[src/rtl/risc_pkg.sv]
// Shared constants for the front end: instruction width, opcode field
// encodings and the illegal-opcode test used by the fetch stage.
package risc_pkg;

    localparam int INST_W = 32;

    // Major opcode lives in inst[31:29].
    typedef enum logic [2:0] {
        OP_R    = 3'b000,
        OP_I    = 3'b001,
        OP_MEM  = 3'b010,
        OP_BR   = 3'b011,
        OP_J    = 3'b100,
        OP_JR   = 3'b101,
        OP_ILL0 = 3'b110,
        OP_ILL1 = 3'b111
    } opcode_e;

    localparam logic [INST_W-1:0] NOP_WORD = '0;

    // True when the word carries one of the two reserved opcodes.
    function automatic logic is_illegal_op(input logic [INST_W-1:0] w);
        return (w[31:29] == OP_ILL0) || (w[31:29] == OP_ILL1);
    endfunction

endpackage

[src/rtl/fetch_fifo.sv]
// Small synchronous FIFO used as the fetch buffer. Head word is visible
// combinationally on rdata. flush empties the FIFO and wins over push/pop.
module fetch_fifo #(
    parameter int DEPTH = 2,
    parameter int W     = 64,
    parameter int CW    = $clog2(DEPTH + 1)
) (
    input  logic          clk,
    input  logic          rst,
    input  logic          push,
    input  logic [W-1:0]  wdata,
    input  logic          pop,
    input  logic          flush,
    output logic [W-1:0]  rdata,
    output logic [CW-1:0] count,
    output logic          empty
);

    localparam int PW = (DEPTH > 1) ? $clog2(DEPTH) : 1;

    logic [W-1:0]  mem [DEPTH];
    logic [PW-1:0] rd_ptr;
    logic [PW-1:0] wr_ptr;
    logic          do_push;
    logic          do_pop;

    // Pointers wrap at DEPTH so non-power-of-two depths work.
    function automatic logic [PW-1:0] ptr_inc(input logic [PW-1:0] p);
        return (p == PW'(DEPTH - 1)) ? '0 : p + 1'b1;
    endfunction

    assign empty   = (count == '0);
    assign do_pop  = pop & !empty;
    // A push into a full FIFO is only legal when the head leaves the same cycle.
    assign do_push = push & ((count != CW'(DEPTH)) | do_pop);
    assign rdata   = mem[rd_ptr];

    // Pointer and occupancy bookkeeping.
    always_ff @(posedge clk or posedge rst) begin
        if (rst) begin
            rd_ptr <= '0;
            wr_ptr <= '0;
            count  <= '0;
        end else if (flush) begin
            rd_ptr <= '0;
            wr_ptr <= '0;
            count  <= '0;
        end else begin
            if (do_push) wr_ptr <= ptr_inc(wr_ptr);
            if (do_pop)  rd_ptr <= ptr_inc(rd_ptr);
            if (do_push && !do_pop)      count <= count + 1'b1;
            else if (!do_push && do_pop) count <= count - 1'b1;
        end
    end

    // Storage write; contents need no reset because count gates visibility.
    always_ff @(posedge clk) begin
        if (do_push && !flush) mem[wr_ptr] <= wdata;
    end

endmodule

[src/rtl/instr_fetch.sv]
// Instruction-fetch stage: owns the PC, issues in-order reads to instruction
// memory, buffers returned words and presents {inst, pc} to decode.
// Redirects restart fetch at a new PC and drop wrong-path words in flight.
// Optional build macro: ILLEGAL_OP_EN enables the sticky illegal-opcode
// flag and halts fetch after a reserved opcode is received.
//
// Handshakes: inst_valid/inst_ready -- a word transfers on a cycle where both
// are high; while inst_valid is high and inst_ready low, inst/inst_pc hold.
// imem_req has no ready: memory accepts every request, and responses come
// back in request order on imem_rvalid, at least one cycle later.
module instr_fetch
    import risc_pkg::*;
#(
    parameter int            AW       = 32,
    parameter int            DEPTH    = 2,
    parameter logic [AW-1:0] RESET_PC = '0
) (
    input  logic              clk,
    input  logic              rst,
    output logic              imem_req,
    output logic [AW-1:0]     imem_addr,
    input  logic              imem_rvalid,
    input  logic [INST_W-1:0] imem_rdata,
    input  logic              redirect_valid,
    input  logic [AW-1:0]     redirect_pc,
    output logic              inst_valid,
    input  logic              inst_ready,
    output logic [INST_W-1:0] inst,
    output logic [AW-1:0]     inst_pc,
    output logic [AW-1:0]     inst_pc_plus4,
    output logic              illegal
);

    localparam int            OW      = $clog2(DEPTH + 1);
    localparam logic [OW:0]   DEPTH_L = (OW + 1)'(DEPTH);

    logic [AW-1:0]        pc;
    logic                 fetch_en;     // low during and for one cycle after reset
    logic [OW-1:0]        outstanding;  // requests issued, response not yet seen
    logic [OW-1:0]        discard;      // in-flight responses that belong to a dead path
    logic                 halted;
    logic [AW-1:0]        tag_q [DEPTH];
    logic [OW-1:0]        tag_wp;

    logic                 pop;
    logic                 push;
    logic                 issue;
    logic [OW:0]          inflight;

    logic [OW-1:0]        buf_count;
    logic                 buf_empty;
    logic [INST_W+AW-1:0] buf_wdata;
    logic [INST_W+AW-1:0] buf_rdata;

    // Issue/accept decisions for this cycle.
    always_comb begin
        pop      = inst_valid & inst_ready;
        // Words that will occupy buffer space once every request returns.
        inflight = {1'b0, outstanding} + {1'b0, buf_count} - {{OW{1'b0}}, pop};
        issue    = fetch_en & !redirect_valid & !halted & (inflight < DEPTH_L);
        // A redirect kills any word returning in the same cycle.
        push     = imem_rvalid & (discard == '0) & !redirect_valid;
        // The oldest tag leaves on a response, so the new tag lands one lower.
        tag_wp   = outstanding - OW'(imem_rvalid);
    end

    assign imem_req  = issue;
    assign imem_addr = pc;

    // Fetch enable comes up one cycle after reset so no request overlaps reset.
    always_ff @(posedge clk or posedge rst) begin
        if (rst) fetch_en <= 1'b0;
        else     fetch_en <= 1'b1;
    end

    // Program counter: redirect target (word aligned) or sequential advance.
    always_ff @(posedge clk or posedge rst) begin
        if (rst)                 pc <= RESET_PC;
        else if (redirect_valid) pc <= redirect_pc & ~AW'(3);
        else if (issue)          pc <= pc + AW'(4);
    end

    // Outstanding request count; issue is suppressed on redirect cycles.
    always_ff @(posedge clk or posedge rst) begin
        if (rst) outstanding <= '0;
        else     outstanding <= outstanding + OW'(issue) - OW'(imem_rvalid);
    end

    // Wrong-path drop counter: on redirect everything still in flight is dead.
    always_ff @(posedge clk or posedge rst) begin
        if (rst)                                 discard <= '0;
        else if (redirect_valid)                 discard <= outstanding - OW'(imem_rvalid);
        else if (imem_rvalid && discard != '0)   discard <= discard - 1'b1;
    end

    // PC tags of outstanding requests, oldest at index 0.
    always_ff @(posedge clk or posedge rst) begin
        if (rst) begin
            for (int i = 0; i < DEPTH; i++) tag_q[i] <= '0;
        end else begin
            for (int i = 0; i < DEPTH; i++) begin
                if (issue && tag_wp == OW'(i))
                    tag_q[i] <= pc;
                else if (imem_rvalid)
                    tag_q[i] <= tag_q[(i + 1 < DEPTH) ? i + 1 : i];
            end
        end
    end

`ifdef ILLEGAL_OP_EN
    // Reserved opcode: flag it (sticky until reset) and stop fetching until redirect.
    always_ff @(posedge clk or posedge rst) begin
        if (rst) begin
            illegal <= 1'b0;
            halted  <= 1'b0;
        end else if (redirect_valid) begin
            halted  <= 1'b0;
        end else if (push && is_illegal_op(imem_rdata)) begin
            illegal <= 1'b1;
            halted  <= 1'b1;
        end
    end
`else
    assign illegal = 1'b0;
    assign halted  = 1'b0;
`endif

    assign buf_wdata = {imem_rdata, tag_q[0]};

    fetch_fifo #(
        .DEPTH (DEPTH),
        .W     (INST_W + AW),
        .CW    (OW)
    ) u_buf (
        .clk   (clk),
        .rst   (rst),
        .push  (push),
        .wdata (buf_wdata),
        .pop   (pop),
        .flush (redirect_valid),
        .rdata (buf_rdata),
        .count (buf_count),
        .empty (buf_empty)
    );

    assign inst_valid    = !buf_empty;
    assign inst          = buf_rdata[AW +: INST_W];
    assign inst_pc       = buf_rdata[AW-1:0];
    assign inst_pc_plus4 = inst_pc + AW'(4);

endmodule

[config.mk]
export PLATFORM = sky130hd
export DESIGN_NAME = instr_fetch
export DESIGN_NICKNAME = d
export VERILOG_FILES = /design/src/rtl/risc_pkg.sv /design/src/rtl/fetch_fifo.sv /design/src/rtl/instr_fetch.sv
export SDC_FILE = /design/constraint.sdc
export NUM_CORES = 1
export LEC_CHECK = 0
export CORE_MARGIN = 4
export CORE_UTILIZATION = 52
export DETAILED_ROUTE_END_ITERATION = 10
export PLACE_DENSITY = 0.8
export SLEW_MARGIN = 0
export SYNTH_ARGS = -nofsm -noshare
export SYNTH_HDL_FRONTEND = slang
export SYNTH_SLANG_ARGS = --single-unit
[constraint.sdc]
create_clock -name clk -period 8.8 [get_ports clk]
set_clock_uncertainty 0.05 [all_clocks]
set_input_delay 1.76 -clock clk [delete_from_list [all_inputs] [get_ports clk]]
set_output_delay 1.76 -clock clk [all_outputs]
set_load 0.01 [all_outputs]
Word level (Yosys, flattened, before mapping)
Memories as Yosys holds them, arrays and structs flattened.
Index checks and enable logic that the tools add are counted.
{"block": "totals", "regBits": 105, "mem_bits_rw": 128, "in_bits": 69, "output_inout_bits": 131, "word_cells": 70, "memories": 1}
{"memory": "u_buf.mem", "depth": 2, "width": 64, "read_ports": 1, "rd_ports_with_merged_regs": 0, "wr": 1, "line": "fetch_fifo.sv:21", "source": "logic [W-1:0] mem [DEPTH];"}
{"block": "op_classes", "addsub": 12, "magnitude_cmp": 1, "eq_ne": 2, "mux": 17, "bitwise_logic": 8, "n_reduce_logical": 20}
{"cell": "$mux 32", "count": 4}
{"cell": "$add 32x3->32 const B", "count": 2}
{"cell": "$reduce_bool 2->1", "count": 6}
{"cell": "$mux 2", "count": 5}
{"cell": "$mux 1", "count": 8}
{"cell": "$and 1x1->1", "count": 7}
{"cell": "$logic_and 1x1->1", "count": 6}
{"cell": "$logic_not 2->1", "count": 3}
{"cell": "$logic_not 1->1", "count": 4}
{"cell": "$sub 2x1->2", "count": 2}
{"cell": "$sub 2x1->2 const B", "count": 2}
{"cell": "$add 2x2->3", "count": 1}
{"cell": "$lt 3x2->1 const B", "count": 1}
{"cell": "$reduce_bool 3->1", "count": 1}
{"cell": "$sub 3x1->3", "count": 1}
{"cell": "$add 1x1->1 const B", "count": 2}
{"cell": "$add 2x1->2", "count": 1}
{"cell": "$add 2x1->2 const B", "count": 1}
{"cell": "$eq 2x1->1 const B", "count": 1}
{"cell": "$ne 2x2->1 const B", "count": 1}
{"cell": "$or 1x1->1", "count": 1}

Logic depth before layout (Yosys ltp)
{"block": "logic_depth", "depth_word": 11, "ltp_mapped": 12}

Modules after synthesis
Synthesis repeated with hierarchy kept, for this count alone.
{"block": "hier_totals", "cells_unflattened": 749, "area_unflattened_um2": 10015.9}
{"module": "instr_fetch", "instances": 1, "cells_per_inst": 522, "area_per_inst_um2": 5136.2, "seq_area_each_um2": 2377.3}
{"module": "fetch_fifo", "instances": 1, "cells_per_inst": 227, "area_per_inst_um2": 4879.7, "seq_area_each_um2": 3943.8}

Least setup slack after synthesis
Ideal clock, no wire load.
{"block": "synth_timing", "path_kind": "input -> register", "startpoint": "input port redirect_valid", "endpoint": "memory u_buf.mem[1][10] (enable)", "t_arrival_ns": 8.630, "required_time_ns": 8.093, "slack_ns": -0.537, "cell_stages": 3, "path_buffers": 2, "path_cell_list": "clkbuf_1 clkbuf_1 nor4b_1"}
{"block": "synth_via", "elab_chain_cells": 6}
{"item": "start: declaration", "line": "instr_fetch.sv:24", "source": "input logic redirect_valid,"}
{"item": "$logic_not 1->1 (*)", "line": "fetch_fifo.sv:58, instr_fetch.sv:62"}
{"item": "$and 1x1->1", "line": "instr_fetch.sv:62", "source": "push = imem_rvalid & (discard == '0) & !redirect_valid;"}
{"item": "$and 1x1->1", "line": "fetch_fifo.sv:35", "source": "assign do_push = push & ((count != CW'(DEPTH)) | do_pop);"}
{"item": "$logic_and 1x1->1 (*)", "line": "fetch_fifo.sv:58", "source": "if (do_push && !flush) mem[wr_ptr] <= wdata;"}
{"item": "$mux 1 (*)", "line": "fetch_fifo.sv:58"}
{"item": "$mux 1 (not written as such) (*)", "line": "fetch_fifo.sv:58"}
{"item": "end: declaration", "line": "fetch_fifo.sv:21"}
Every way passes the cells marked *; elsewhere a longest branch is shown, timed or not.

Final worst setup path
{"block": "layout_timing", "startpoint": "input port inst_ready", "endpoint": "output port imem_req"}
{"block": "layout_via", "elab_chain_cells": 4}
{"item": "start: declaration", "line": "instr_fetch.sv:27", "source": "input logic inst_ready,"}
{"item": "$and 1x1->1", "line": "instr_fetch.sv:57", "source": "pop = inst_valid & inst_ready;"}
{"item": "$sub 3x1->3", "line": "instr_fetch.sv:59", "source": "inflight = {1'b0, outstanding} + {1'b0, buf_count} - {{OW{1'b0}}, pop};"}
{"item": "$lt 3x2->1", "line": "instr_fetch.sv:60", "source": "issue = fetch_en & !redirect_valid & !halted & (inflight < DEPTH_L);"}
{"item": "$and 1x1->1", "line": "instr_fetch.sv:60"}
{"item": "end: declaration", "line": "instr_fetch.sv:20", "source": "output logic imem_req,"}
No other way between the ends.

==> qor.yml <==
placement:
  gp_congestion: 0.805
  dp_hpwl_mm: 15.1
  placed_cell_area_mm2: 0.0122
  port_buffers: 190
  place_ws_ns: 2.28
clock_network:
  cts_hold_buf: 0
  clock-sinks: 223
  clkTransAtPathRegs_ns: 0.06
  post_cts_buffers: 0
  cts_root_buffer: "clkbuf_16"
  cts_resized: 0
  cts_tree: "done"
  cts.htree.levels: 1
  numCtsBuffers: 23
  clk_latency_ns: 0.50
  clockBufferDepth: 3
drt:
  remaining_drc_errors: 0
  drt_iter0_drc: 395
  drtAntennaViolNets: 0
  wl_per_cell_um: 17.7
  vias: 6687
  dr.pass1.iters: 4
  vias_per_cell: 5.41
  drt-total-wl_mm: 21.9
power_and_ir_drop:
  power_uw: 3200
  vdd_drop_max_mv: 0.163
  p_leak_uw: 0.00489
  cellPowerDensity_mw_per_mm2: 247
synthesis:
  ys_seq_area_share_pct: 61.3
  ys_warn_count: 0
  syn_inst: 774
  synth_top_cell_by_area: "edfxtp_1"
  synthTopCellsByArea: "edfxtp_1 37%, dfrtp_1 24%, mux2_2 8.8%"
  yosys_register_bits: 223
  syn_area_mm2: 0.0101
  post_synth_num_cell_types: 58
  yosysTopAreaCellShare_pct: 36.8
  syn_avg_cell_area_um2: 13.1
sta:
  hold_slack_ns: 0.432
  setup_viol_count_final: 0
  fin_crit_ns: 6.59
  final-hold-violation-count: 0
  finalCritPeriodShare_pct: 74.9
  layout_setup_ws_ns: 2.21
  rsz0062_at_grt: "false"
  tightest_slew_ns: 1.01
  drv_slew: 0
  clock.fmax_mhz: 152
  tns_ns: 0
  slew_headroom_pct: 32.4
floorplan:
  core_mm2: 0.0190
  die_w_um: 148
  initial_utilization_pct: 53.4
  die_area_mm2: 0.0218
  die_h_um: 148
  ios: 200
  row_count: 50
critical_path:
  crit_chain: "clkdlybuf4s50_1, and2_1, ha_1, nand2b_1, fa_1, xor2_1, nand2_1, nor2_1, clkdlybuf4s50_1"
  path_max_fanout: 6
  cp_slowest_stage_delay_ns: 0.59
  startpoint_type: "input port"
  crit_type: "input port to output pin"
  slowest_stage: "clkdlybuf4s50_1"
  cp-end-kind: "output pin"
  crit_buf_inv: 2
  crit_arrival_ns: 4.78
  critical-path-top-delay-family: "buffers and inverters"
  crit_top_cell: "clkdlybuf4s50_1"
  cp.required_ns: 6.99
status:
  status: "complete, no violations"
finish:
  area_delta_synth_final_pct: 28.1
  finalNetCount: 1038
  antenna_cells: 0
  drive_gt1_share_pct: 15.3
  design_area_mm2: 0.0130
worst_hold_path:
  hold_path_class: "flop to flop"
global_route:
  overflow: 0
  antenna_found_initial: 0
  grt_first_pass_wirelength_mm: 35.9
  grt_max_degree: 71
  grtUsageTotal_pct: 20.3
  grt_pass1_vias: 6811
run:
  drv_cap: 0
## flip-flops by register name (all words and copies together), names as in the netlist
signal / flops
u_buf.rd_ptr: 1
imem_addr: 30
u_buf.wr_ptr: 1
fetch_en: 1
outstanding: 2
buf_wdata: 30
u_buf.mem: 124
tag_q: 30
u_buf.count: 2
discard: 2
## cell type report
type                            count  area [µm²]
Timing Repair Buffer              198        1950
Inverter                           21        81.3
Clock inverter                      7        32.5
Clock buffer                       34         692
Multi-Input combinational cell    494        3680
Fill cell                        1389        5980
Tap cell                          260         325
Sequential cell                   223        6200
## final timing paths
| path | endpoint | from | slack, ns | cells past startpoint |
|---|---|---|---|---|
| min in group asynchronous | imem_addr[4] | rst | 1.55 | 2 |
| max in group asynchronous | buf_wdata[21] | rst | 5.93 | 3 |
| setup reg to reg | tag_q[25] | u_buf.count[1] | 5.32 | 11 |
| hold / removal | u_buf.mem[0][28] | buf_wdata[28] | 0.43 | 0 |
| hold reg to reg | u_buf.mem[0][28] | buf_wdata[28] | 0.43 | 0 |
| setup / recovery | imem_req | inst_ready | 2.21 | 9 |
## per-layer routing
metal	track usage [%]	wire length, µm
met5	0	0
met3	4.26	1550
met1	28.7	9730
met4	5.41	402
met2	32.2	10200
## power by group
| group | internal [µW] | switching (µW) |
|---|---|---|
| Clock | 542 | 379 |
| Sequential | 1350 | 165 |
| Combinational | 408 | 363 |
## cell usage in the layout, fill, tap and decap left out, types with 5 or more instances in the layout
| master | netlist | layout |
|---|---|---|
| clkbuf_16 | 0 | 24 |
| conb_1 | 2 | 8 |
| mux2_2 | 79 | 79 |
| a31oi_1 | 7 | 7 |
| mux2i_1 | 41 | 41 |
| o21ai_0 | 61 | 61 |
| clkbuf_8 | 0 | 5 |
| nand3_1 | 17 | 17 |
| xor2_1 | 24 | 24 |
| edfxtp_1 | 124 | 124 |
| nand4_1 | 11 | 11 |
| inv_1 | 21 | 20 |
| nor2_1 | 22 | 22 |
| ha_1 | 7 | 7 |
| buf_4 | 7 | 8 |
| nand2b_1 | 6 | 6 |
| a21oi_1 | 6 | 6 |
| clkinv_2 | 0 | 5 |
| nand2_1 | 93 | 93 |
| dfrtp_1 | 99 | 98 |
| and3_1 | 6 | 6 |
| clkdlybuf4s50_1 | 0 | 188 |
| nor4_1 | 7 | 6 |
| xnor2_1 | 33 | 33 |
| nor3_1 | 14 | 14 |
## through the flow
step / cells / utilization, %
final: 1237 / 68.4
after CTS: 1237 / 68.4
after detailed placement: 1196 / 64.6
after global placement: 1196 / 64.6
after global routing: 1237 / 68.4
after floorplan: 780 / -
## worst register-to-register path, cell delays in order, from the launching register on
cell      delay (ns)
dfrtp_1         0.42
inv_1           0.13
nand2_1         0.10
and2_1          0.19
ha_1            0.27
nand2b_1        0.16
fa_1            0.39
xor2_1          0.32
nand2_1         0.31
nor4_4          0.21
buf_4           0.40
mux2_2          0.41
## kinds of logic (layout without fill, tap and decap cells)
family	Yosys count	in the layout	synth area share [%]
xor gates and xnor gates	57	57	4.93
muxes	123	123	13.2
and+or+nand+nor	208	208	11.2
buffers and inverters	63	260	2.97
AOI/OAI and AO/OA	90	90	5.34
DFF	223	223	61.3
other	2	8	0.0742
adders and majority gates	8	8	1.06
## cell usage after synthesis, drive strengths merged
| library cell | count |
|---|---|
| edfxtp | 124 |
| dfrtp | 99 |
| nand2 | 93 |
| mux2 | 82 |
| o21ai | 62 |
| mux2i | 41 |
| xnor2 | 33 |
| buf | 30 |
| xor2 | 24 |
| nor2 | 22 |
| inv | 21 |
| nand3 | 21 |
| nand4 | 14 |
| nor3 | 14 |
| clkbuf | 12 |
| nor4 | 11 |
| a31oi | 7 |
| and3 | 7 |
| ha | 7 |
| a21oi | 6 |
| nand2b | 6 |
| nand4b | 6 |
| and4 | 4 |
| a211oi | 3 |
| and2 | 3 |
| o22ai | 3 |
| a211o | 2 |
| a22oi | 2 |
| conb | 2 |
| a2111oi | 1 |
| a221o | 1 |
| fa | 1 |
| nand3b | 1 |
| nor2b | 1 |
| nor3b | 1 |
| nor4b | 1 |
| o211ai | 1 |
| o221a | 1 |
| o41ai | 1 |
| or3 | 1 |
| or3b | 1 |
| or4 | 1 |
No activity file was read; power rests on OpenSTA's default activity.
